===== src/rtl/ysyx_040066_mem_arb.sv =====
// Memory port arbiter: NRD read clients (round-robin) and one write client
// share a single downstream port, with write priority, anti-starvation and abort absorption.
module ysyx_040066_mem_arb #(
    parameter int NRD   = 2,
    parameter int AW    = 64,
    parameter int DW    = 64,
    parameter int BEATS = 8
) (
    input  logic                  clk,
    input  logic                  rst,
    input  logic [NRD-1:0]        c_rd_req,
    input  logic [NRD-1:0]        c_rd_burst,
    input  logic [NRD*3-1:0]      c_rd_len,
    input  logic [NRD*AW-1:0]     c_rd_addr,
    output logic [NRD-1:0]        c_rd_ready,
    output logic [NRD-1:0]        c_rd_last,
    output logic [NRD-1:0]        c_rd_err,
    output logic [DW-1:0]         c_rd_data,
    input  logic                  wr_req,
    input  logic                  wr_burst,
    input  logic [2:0]            wr_len,
    input  logic [7:0]            wr_mask,
    input  logic [AW-1:0]         wr_addr,
    input  logic [BEATS*DW-1:0]   wr_data,
    output logic                  wr_ready,
    output logic                  wr_err,
    output logic                  m_req,
    output logic                  m_we,
    output logic                  m_burst,
    output logic [2:0]            m_len,
    output logic [7:0]            m_mask,
    output logic [AW-1:0]         m_addr,
    output logic [BEATS*DW-1:0]   m_wdata,
    input  logic                  m_ready,
    input  logic                  m_last,
    input  logic                  m_err,
    input  logic [DW-1:0]         m_rdata
);

    localparam int IW = (NRD > 1) ? $clog2(NRD) : 1;
    localparam int CW = $clog2(BEATS + 1);

    typedef enum logic [1:0] {IDLE, RD, WR} state_t;

    state_t        state;
    logic [IW-1:0] g;
    logic [IW-1:0] rr_ptr;
    logic [IW-1:0] rr_pick;
    logic [IW-1:0] rr_next;
    logic          gnt_wr;
    logic          wr_last;
    logic          abt;
    logic [CW-1:0] cnt;

    logic          any_rd;
    logic          found;
    logic          sel_req;
    logic          sel_burst;
    logic [2:0]    sel_len;
    logic [AW-1:0] sel_addr;
    logic          req_g;
    logic          live;
    logic          rd_done;

    // Round-robin: first pending client at or above rr_ptr, else wrap to the lowest pending one.
    always_comb begin
        any_rd  = |c_rd_req;
        rr_pick = rr_ptr;
        found   = 1'b0;
        for (int unsigned i = 0; i < NRD; i++) begin
            if (!found && c_rd_req[i] && (32'(rr_ptr) <= i)) begin
                rr_pick = IW'(i);
                found   = 1'b1;
            end
        end
        for (int unsigned i = 0; i < NRD; i++) begin
            if (!found && c_rd_req[i]) begin
                rr_pick = IW'(i);
                found   = 1'b1;
            end
        end
        rr_next = (32'(rr_pick) == 32'(NRD - 1)) ? '0 : rr_pick + 1'b1;
    end

    always_comb begin
        sel_req   = 1'b0;
        sel_burst = 1'b0;
        sel_len   = '0;
        sel_addr  = '0;
        for (int unsigned i = 0; i < NRD; i++) begin
            if (g == IW'(i)) begin
                sel_req   = c_rd_req[i];
                sel_burst = c_rd_burst[i];
                sel_len   = c_rd_len[i*3 +: 3];
                sel_addr  = c_rd_addr[i*AW +: AW];
            end
        end
    end

    assign m_we    = gnt_wr;
    assign m_burst = gnt_wr ? wr_burst : sel_burst;
    assign m_len   = gnt_wr ? wr_len   : sel_len;
    assign m_mask  = gnt_wr ? wr_mask  : '0;
    assign m_addr  = gnt_wr ? wr_addr  : sel_addr;
    assign m_wdata = wr_data;

    // Once the granted client lets go of req, every remaining beat is swallowed.
    assign req_g   = gnt_wr ? wr_req : sel_req;
    assign live    = req_g & ~abt;
    assign rd_done = m_ready & (m_last | ~sel_burst | m_err | (cnt == CW'(BEATS - 1)));

    always_comb begin
        c_rd_ready = '0;
        c_rd_last  = '0;
        c_rd_err   = '0;
        for (int unsigned i = 0; i < NRD; i++) begin
            if ((state == RD) && (g == IW'(i)) && live && m_ready) begin
                c_rd_ready[i] = 1'b1;
                c_rd_last[i]  = m_last | ~sel_burst;
                c_rd_err[i]   = m_err;
            end
        end
    end

    assign c_rd_data = m_rdata;
    assign wr_ready  = (state == WR) & live & m_ready;
    assign wr_err    = (state == WR) & live & m_ready & m_err;

    always_ff @(posedge clk) begin
        if (rst) begin
            state   <= IDLE;
            m_req   <= 1'b0;
            g       <= '0;
            gnt_wr  <= 1'b0;
            rr_ptr  <= '0;
            wr_last <= 1'b0;
            abt     <= 1'b0;
            cnt     <= '0;
        end else begin
            case (state)
                IDLE: begin
                    abt <= 1'b0;
                    cnt <= '0;
                    if (wr_req && !(wr_last && any_rd)) begin
                        state   <= WR;
                        gnt_wr  <= 1'b1;
                        wr_last <= 1'b1;
                        m_req   <= 1'b1;
                    end else if (any_rd) begin
                        state   <= RD;
                        gnt_wr  <= 1'b0;
                        g       <= rr_pick;
                        rr_ptr  <= rr_next;
                        wr_last <= 1'b0;
                        m_req   <= 1'b1;
                    end
                end
                RD: begin
                    if (!req_g) abt <= 1'b1;
                    if (m_ready) cnt <= cnt + 1'b1;
                    if (rd_done) begin
                        state <= IDLE;
                        m_req <= 1'b0;
                    end
                end
                WR: begin
                    if (!req_g) abt <= 1'b1;
                    if (m_ready) begin
                        state <= IDLE;
                        m_req <= 1'b0;
                    end
                end
                default: begin
                    state <= IDLE;
                    m_req <= 1'b0;
                end
            endcase
        end
    end

endmodule


===== config.mk =====
export PLATFORM = sky130hd
export DESIGN_NAME = ysyx_040066_mem_arb
export DESIGN_NICKNAME = d
export VERILOG_FILES = /design/src/rtl/ysyx_040066_mem_arb.sv
export SDC_FILE = /design/constraint.sdc
export NUM_CORES = 1
export LEC_CHECK = 0
export CAP_MARGIN = 15
export CORE_AREA = 4 4 569 571
export CTS_CLUSTER_DIAMETER = 30
export DETAILED_ROUTE_END_ITERATION = 10
export DIE_AREA = 0 0 573 575
export HOLD_SLACK_MARGIN = 0.1
export SLEW_MARGIN = 20
export SYNTH_ARGS = -nofsm -noshare
export SYNTH_HDL_FRONTEND = slang
export SYNTH_SLANG_ARGS = --single-unit

===== constraint.sdc =====
create_clock -name clk -period 1.71 [get_ports clk]
set_input_delay 0.342 -clock clk [delete_from_list [all_inputs] [get_ports clk]]
set_output_delay 0.342 -clock clk [all_outputs]
set_load 0.01 [all_outputs]

==> load_flow_metrics.sql, run 1 <==
INSERT INTO impl_metrics (metric_group, metric, value, unit) VALUES
('drt', 'drt-vias-per-instance', '1.194', ''),
('power', 'total_leakage_power', '2.802', 'nW'),
('critical_path', 'crit_buf_inv', '3', ''),
('placement', 'gp_routability_congestion', '0.7573', ''),
('yosys', 'synth_register_bits', '11', ''),
('grt', 'use_met1', '2.760', '%'),
('status', 'violated_checks', 'setup timing', ''),
('cells_and_area', 'final_common_cell', 'sky130_fd_sc_hd__clkdlybuf4s50_1', ''),
('clocking', 'cts.reportedPaths.clkPinSlew', '40', 'ps'),
('critical_path', 'r2r-start', 'g$_SDFFE_PP0P_', ''),
('timing', 'setup_violations', '83', ''),
('critical_path', 'worstRegToRegCells', '9', ''),
('yosys', 'postSynthNetCount', '1695', ''),
('yosys', 'synth_top_family_by_area', 'buffers and inverters', ''),
('flow_run', 'cap_violations', '0', ''),
('drt', 'post-route-drc-count', '0', ''),
('placement', 'dpl_cell_area', '10820', 'sq um'),
('timing', 'fin_skew', '0.5388', 'ps'),
('yosys', 'yosys.area_share.simple', '7.317', '%'),
('yosys', 'synth_area', '6412', 'sq um'),
('yosys', 'syn-mean-instance-area', '7.165', 'sq um'),
('critical_path', 'crit_path_to', 'wr_err', ''),
('yosys', 'synth.distinct_cells', '31', ''),
('yosys', 'synth_xor_area_share', '0', '%'),
('cells_and_area', 'layout_common_cells', '217 x sky130_fd_sc_hd__clkdlybuf4s50_1, 64 x sky130_fd_sc_hd__buf_2, 57 x sky130_fd_sc_hd__nand2_1', ''),
('critical_path', 'critical-path-slowest-cell', 'sky130_fd_sc_hd__dfxtp_4', ''),
('placement', 'dp.cells', '4830', ''),
('cells_and_area', 'drive_above_1_share', '38.63', '%'),
('status', 'status', 'complete, but fails checks', ''),
('floorplanning', 'std_cell_rows', '207', ''),
('grt', 'global_route.overflow_total', '0', ''),
('cells_and_area', 'stdcell_count', '4902', ''),
('yosys', 'synth.mux.area_fraction', '10.77', '%'),
('cells_and_area', 'fin_area', '11920', 'sq um'),
('drt', 'vias', '5854', ''),
('floorplanning', 'core', '317800', 'sq um'),
('floorplanning', 'floorplan.io_pins', '1458', ''),
('critical_path', 'reg2reg_slack', '-280', 'ps'),
('drt', 'drtIter0Drc', '281', ''),
('timing', 'layout_worst_path_cycle_share', '127.3', '%'),
('critical_path', 'timing.critical_path.mode_cell', 'sky130_fd_sc_hd__buf_12', ''),
('grt', 'grt_pass1_vias', '5497', ''),
('timing', 'finalHoldViolCount', '0', ''),
('timing', 'timing_max_transition_violations_final', '0', ''),
('critical_path', 'worst_ep_arrival_time', '1830', 'ps'),
('placement', 'place.detailed.hpwl', '226700', 'um'),
('timing', 'grt_setup_unrepaired', 'yes', ''),
('critical_path', 'critical_path.startpoint', 'g$_SDFFE_PP0P_', ''),
('critical_path', 'cpPeakStageDelay', '350', 'ps'),
('grt', 'wire_length_of_the_first_global_routing_pass', '248600', 'um'),
('critical_path', 'path_cells', 'mux2i_4 -> a211oi_4 -> buf_4 -> and3_4 -> buf_12 -> and2_4 -> buf_12', ''),
('grt', 'grt_max_degree', '32', ''),
('drt', 'avgRoutedWirePerCell', '47.71', 'um'),
('clocking', 'ctsHtreeMaxLevel', '1', ''),
('clocking', 'ctsRootBufferMaster', 'sky130_fd_sc_hd__clkbuf_16', ''),
('floorplanning', 'floorplan.die.height', '575', 'um'),
('critical_path', 'setup.worst_path.start_class', 'flip-flop', ''),
('placement', 'placement.io_buffers', '305', ''),
('timing', 'max_slew_headroom', '68.21', '%'),
('critical_path', 'timing.rr.end', 'm_req$_SDFFE_PP0P_', ''),
('timing', 'final_critical_path_setup_slack', '-466.7', 'ps'),
('timing', 'worstMarginPinSlew', '471.9', 'ps'),
('critical_path', 'timing.critical_path.to_type', 'output pin', ''),
('yosys', 'synth_warnings', '0', ''),
('power', 'irDropWorstVdd', '0.0002533', 'V'),
('yosys', 'post_synth_inst_count', '895', ''),
('drt', 'detailedRoute.firstPassIterationCount', '4', ''),
('yosys', 'compound_gate_portion_of_the_synthesized_area', '7.980', '%'),
('critical_path', 'worst-endpoint-required', '1370', 'ps'),
('drt', 'ant_nets', '0', ''),
('clocking', 'numClockSinks', '11', '');
## sequential cells by signal (all words and copies together), names as in the netlist
| signal | count |
|---|---|
| g | 1 |
| state | 2 |
| rr_ptr | 1 |
| abt | 1 |
| cnt | 4 |
| wr_last | 1 |
| m_req | 1 |
## repair_timing
item	CTS	global route
resized for setup	317	301
pin swaps	5	21
hold buffers	0	0
endpoints found under the setup margin	88	90
setup buffers	43	30
gates cloned	4	3
## worst min-delay path by stage
| stage | from | end | slack (ps) | depth (start not counted) |
|---|---|---|---|---|
| after CTS | cnt[3]$_SDFFE_PP0P_ | cnt[3]$_SDFFE_PP0P_ | 470 | 1 |
| after global routing | rr_ptr$_SDFFE_PP0P_ | rr_ptr$_SDFFE_PP0P_ | 480 | 1 |
| after floorplan | rr_ptr$_SDFFE_PP0P_ | rr_ptr$_SDFFE_PP0P_ | 440 | 1 |
| after detailed placement | cnt[3]$_SDFFE_PP0P_ | cnt[3]$_SDFFE_PP0P_ | 460 | 1 |
| after global placement | rr_ptr$_SDFFE_PP0P_ | rr_ptr$_SDFFE_PP0P_ | 450 | 1 |
| final | rr_ptr$_SDFFE_PP0P_ | rr_ptr$_SDFFE_PP0P_ | 470 | 1 |
## metal layers
layer | up-vias | wire length (um) | part of all wire [%]
met5 | - | 466 | 0.20
met4 | 58 | 15260 | 6.5
met3 | 512 | 108800 | 47
met2 | 1343 | 92820 | 40
met1 | 1999 | 16480 | 7.0
li1 | 1942 | - | -
## area by class of cell
cell class,count,area (sq um)
Tap cell,4180,5230
Antenna cell,5,12.51
Sequential cell,11,227.7
Timing Repair Buffer,420,4195
Multi-Input combinational cell,272,2137
Fill cell,37596,305900
Inverter,10,37.54
Clock buffer,4,78.83
## worst reg2reg max path, stage by stage, from the launching register on
cell and delay, ps:
sky130_fd_sc_hd__dfxtp_4 350, sky130_fd_sc_hd__buf_12 150, sky130_fd_sc_hd__buf_6 120, sky130_fd_sc_hd__buf_8 120
sky130_fd_sc_hd__mux2i_4 190, sky130_fd_sc_hd__buf_6 120, sky130_fd_sc_hd__o41ai_2 310, sky130_fd_sc_hd__buf_4 190
sky130_fd_sc_hd__a21oi_1 60, sky130_fd_sc_hd__o221a_2 260
## Yosys cell counts (all sizes together)
library cell,number,area share [%]
or2,1,0.098
and2,11,1.1
mux2i,69,11
o41ai,1,0.25
nor3b,1,0.20
nand2,71,4.2
a311oi,3,0.41
a21oi,9,0.70
o32ai,1,0.14
o221a,2,0.35
a22oi,1,0.12
nand2b,1,0.098
and3,2,0.20
a211oi,1,0.12
a31oi,1,0.098
nand3,1,0.078
a21o,1,0.12
buf,584,68
dfxtp,11,3.4
nor2,11,0.64
inv,10,0.59
clkbuf,18,1.1
nand4,3,0.29
and3b,1,0.14
a32oi,1,0.14
o21ai,71,5.5
nor3,2,0.16
nor2b,2,0.20
ha,4,0.78
## kinds of logic (layout without fill, tap and decap cells)
group | Yosys count | after routing
flip-flops | 11 | 11
buffers and inverters | 612 | 434
other | 0 | 5
AND/OR/NAND/NOR | 107 | 107
adder cells (fa/ha/maj) | 4 | 4
multiplexers | 69 | 69
AO/OA/AOI/OAI | 92 | 92
## through the flow
stage	hold slack (ps)	util (%)	setup slack [ps]	total power [mW]
floorplan	439.5	-	-5.892	2.472
global placement	452.5	3.406	-880.5	2.825
detailed placement	463.8	3.406	-938.9	2.824
CTS	469.1	3.623	-506.1	3.580
global route	483.7	3.748	-542.7	3.977
finish	473.2	3.751	-466.7	3.733
## where the power goes
| part | switching, mW | internal, mW |
|---|---|---|
| clock | 0.121 | 0.314 |
| combinational | 1.32 | 1.67 |
| sequential | 0.0269 | 0.284 |
| total | 1.47 | 2.27 |
Note: power is estimated with default switching activity, not from simulation.
==> inputs of run 2 (changes only) <==
Settings changed: CTS_CLUSTER_SIZE set to 16, SKIP_LAST_GASP set to 1.
==> load_flow_metrics.sql, run 2 (same netlist as run 1, synthesis figures left out) <==
INSERT INTO impl_metrics (metric_group, metric, value, unit) VALUES
('status', 'status', 'complete, but fails checks', ''),
('status', 'violated_checks', 'setup timing', ''),
('cells_and_area', 'layout_common_cells', '217 x sky130_fd_sc_hd__clkdlybuf4s50_1, 62 x sky130_fd_sc_hd__nand2_1, 51 x sky130_fd_sc_hd__o21ai_1, 51 x sky130_fd_sc_hd__buf_2, 51 x sky130_fd_sc_hd__buf_4', ''),
('timing', 'final_critical_path_setup_slack', '-451.5', 'ps'),
('critical_path', 'setup.worst_path.start_class', 'flip-flop', ''),
('cells_and_area', 'final_common_cell', 'sky130_fd_sc_hd__clkdlybuf4s50_1', ''),
('cells_and_area', 'largest_register', 'cnt', ''),
('power', 'total_leakage_power', '2.811', 'nW'),
('drt', 'ant_nets', '0', ''),
('critical_path', 'critPathMaxFanout', '3', ''),
('timing', 'setup_total_negative_slack', '-19190', 'ps'),
('clocking', 'ctsHtreeMaxLevel', '1', ''),
('floorplanning', 'die_width', '573', 'um'),
('timing', 'layout_worst_path_cycle_share', '126.4', '%'),
('drt', 'detailed_route_wire_length', '233900', 'um'),
('timing', 'worst_hold_slack', '472.8', 'ps'),
('timing', 'worstMarginPinSlew', '502.3', 'ps'),
('cells_and_area', 'final_nets', '1522', ''),
('floorplanning', 'starting_utilization_of_the_core_area', '2.018', '%'),
('floorplanning', 'floorplan.die.height', '575', 'um'),
('critical_path', 'worst_ep_arrival_time', '1820', 'ps'),
('timing', 'grt_setup_unrepaired', 'yes', ''),
('timing', 'finalHoldViolCount', '0', ''),
('timing', 'setup_violations', '83', ''),
('clocking', 'tritoncts.num_buffers', '3', ''),
('floorplanning', 'std_cell_rows', '207', ''),
('drt', 'drt-vias-per-instance', '1.196', ''),
('cells_and_area', 'largestRegisters', 'cnt: 4 flops, state: 2 flops', ''),
('grt', 'grt_pass1_vias', '5482', ''),
('critical_path', 'timing_worst_setup_path_type', 'reg -> out', ''),
('placement', 'place.detailed.hpwl', '226700', 'um'),
('cells_and_area', 'number_of_fill_cells', '37617', ''),
('worst_hold_path', 'timing.hold.worst.class', 'reg -> reg', ''),
('grt', 'grt_antenna_before_repair', '69', ''),
('floorplanning', 'floorplan.io_pins', '1458', ''),
('critical_path', 'worst-endpoint-required', '1370', 'ps'),
('timing', 'final.min_clock_period', '2161', 'ps'),
('cells_and_area', 'layout.area.seq', '227.7', 'sq um'),
('timing', 'max_slew_headroom', '66.16', '%'),
('critical_path', 'crit_buf_inv', '3', ''),
('grt', 'global_route.usage.total', '13.53', '%'),
('grt', 'global_route.overflow_total', '0', ''),
('critical_path', 'cpPeakStageDelay', '360', 'ps'),
('drt', 'drtIter0Drc', '284', ''),
('placement', 'gp_routability_congestion', '0.7573', ''),
('placement', 'placement.io_buffers', '305', ''),
('timing', 'fmax', '462.6', 'MHz'),
('timing', 'fin_skew', '0.4386', 'ps'),
('cells_and_area', 'areaGrowthSynthToFinish', '85.23', '%'),
('clocking', 'number_of_buffers_on_the_longest_clock_path', '2', ''),
('power', 'power_per_cell_area', '314.0', 'nW/um^2'),
('clocking', 'clock_latency', '240', 'ps'),
('floorplanning', 'core', '317800', 'sq um'),
('flow_run', 'cap_violations', '0', ''),
('floorplanning', 'design.die.area', '329500', 'sq um'),
('critical_path', 'path_cells', 'mux2i_2 -> a211oi_4 -> buf_4 -> and3_4 -> buf_12 -> and2_4 -> buf_12', ''),
('power', 'irDropWorstVdd', '0.0002534', 'V'),
('clocking', 'tritoncts', 'built', ''),
('critical_path', 'timing.critical_path.mode_cell', 'sky130_fd_sc_hd__buf_12', ''),
('critical_path', 'timing.critical_path.to_type', 'output pin', ''),
('drt', 'detailedRoute.firstPassIterationCount', '4', ''),
('critical_path', 'critical-path-slowest-cell', 'sky130_fd_sc_hd__dfxtp_4', ''),
('timing', 'timing_max_transition_violations_final', '0', ''),
('critical_path', 'path_delay_family', 'buffers and inverters', ''),
('cells_and_area', 'largest_reg_flops', '4', ''),
('cells_and_area', 'finish.utilization', '3.738', '%'),
('cells_and_area', 'drive_above_1_share', '36.75', '%'),
('drt', 'post-route-drc-count', '0', ''),
('grt', 'wire_length_of_the_first_global_routing_pass', '248400', 'um'),
('clocking', 'cts.reportedPaths.clkPinSlew', '40', 'ps'),
('drt', 'avgRoutedWirePerCell', '47.66', 'um'),
('grt', 'grt_max_degree', '32', ''),
('clocking', 'numClockSinks', '11', ''),
('drt', 'vias', '5870', ''),
('cells_and_area', 'multi_input_comb_area', '2073', 'sq um'),
('clocking', 'ctsRootBufferMaster', 'sky130_fd_sc_hd__clkbuf_16', '');
## run 2: path summary, 6_finish.rpt
check / startpoint / to / slack (ps) / cells past startpoint
min: rr_ptr$_SDFFE_PP0P_ / rr_ptr$_SDFFE_PP0P_ / 470 / 1
min reg2reg: rr_ptr$_SDFFE_PP0P_ / rr_ptr$_SDFFE_PP0P_ / 470 / 1
max: g$_SDFFE_PP0P_ / wr_err / -450 / 7
max reg2reg: g$_SDFFE_PP0P_ / m_req$_SDFFE_PP0P_ / -190 / 8
## run 2: per-stage QoR
step | instance area [sq um] | worst slack, ps | total power, mW | std cells
after floorplan | 6431 | -5.892 | 2.472 | 895
after global placement | 10820 | -880.5 | 2.825 | 4830
after detailed placement | 10820 | -938.9 | 2.824 | 4830
after CTS | 11440 | -615.3 | 3.534 | 4880
after global routing | 11870 | -516.0 | 3.967 | 4903
final | 11880 | -451.5 | 3.729 | 4907
## run 2: what timing repair did
action / 4_1_cts / 5_1_grt
endpoints found under the setup margin: 88 / 90
setup buffers: 43 / 32
gates cloned: 4 / 2
hold buffers: 0 / 0
resized for setup: 230 / 329
pin swaps: 5 / 21
endpoints found under the hold margin: 0 / 0
## run 2: layout make-up
class / instances / area share, %
multi-input combinational: 272 / 17.46
inverter: 10 / 0.3160
clock buffer: 4 / 0.6636
tap: 4180 / 44.03
antenna: 6 / 0.1264
timing repair buffer: 424 / 35.49
sequential: 11 / 1.917
## run 2: metal layers
layer	track usage [%]	up-vias	wire, um
met5	0.2439	-	438
met4	6.858	54	15360
met3	29.72	510	108500
met2	19.26	1342	92750
met1	2.771	2025	16850
li1	-	1939	-
## run 2: where the power goes
part           total (mW)  internal, mW  switching (mW)
Sequential          0.309         0.284          0.0259
Combinational        2.98          1.68            1.31
Clock               0.436         0.314           0.122
Total                3.73          2.27            1.45
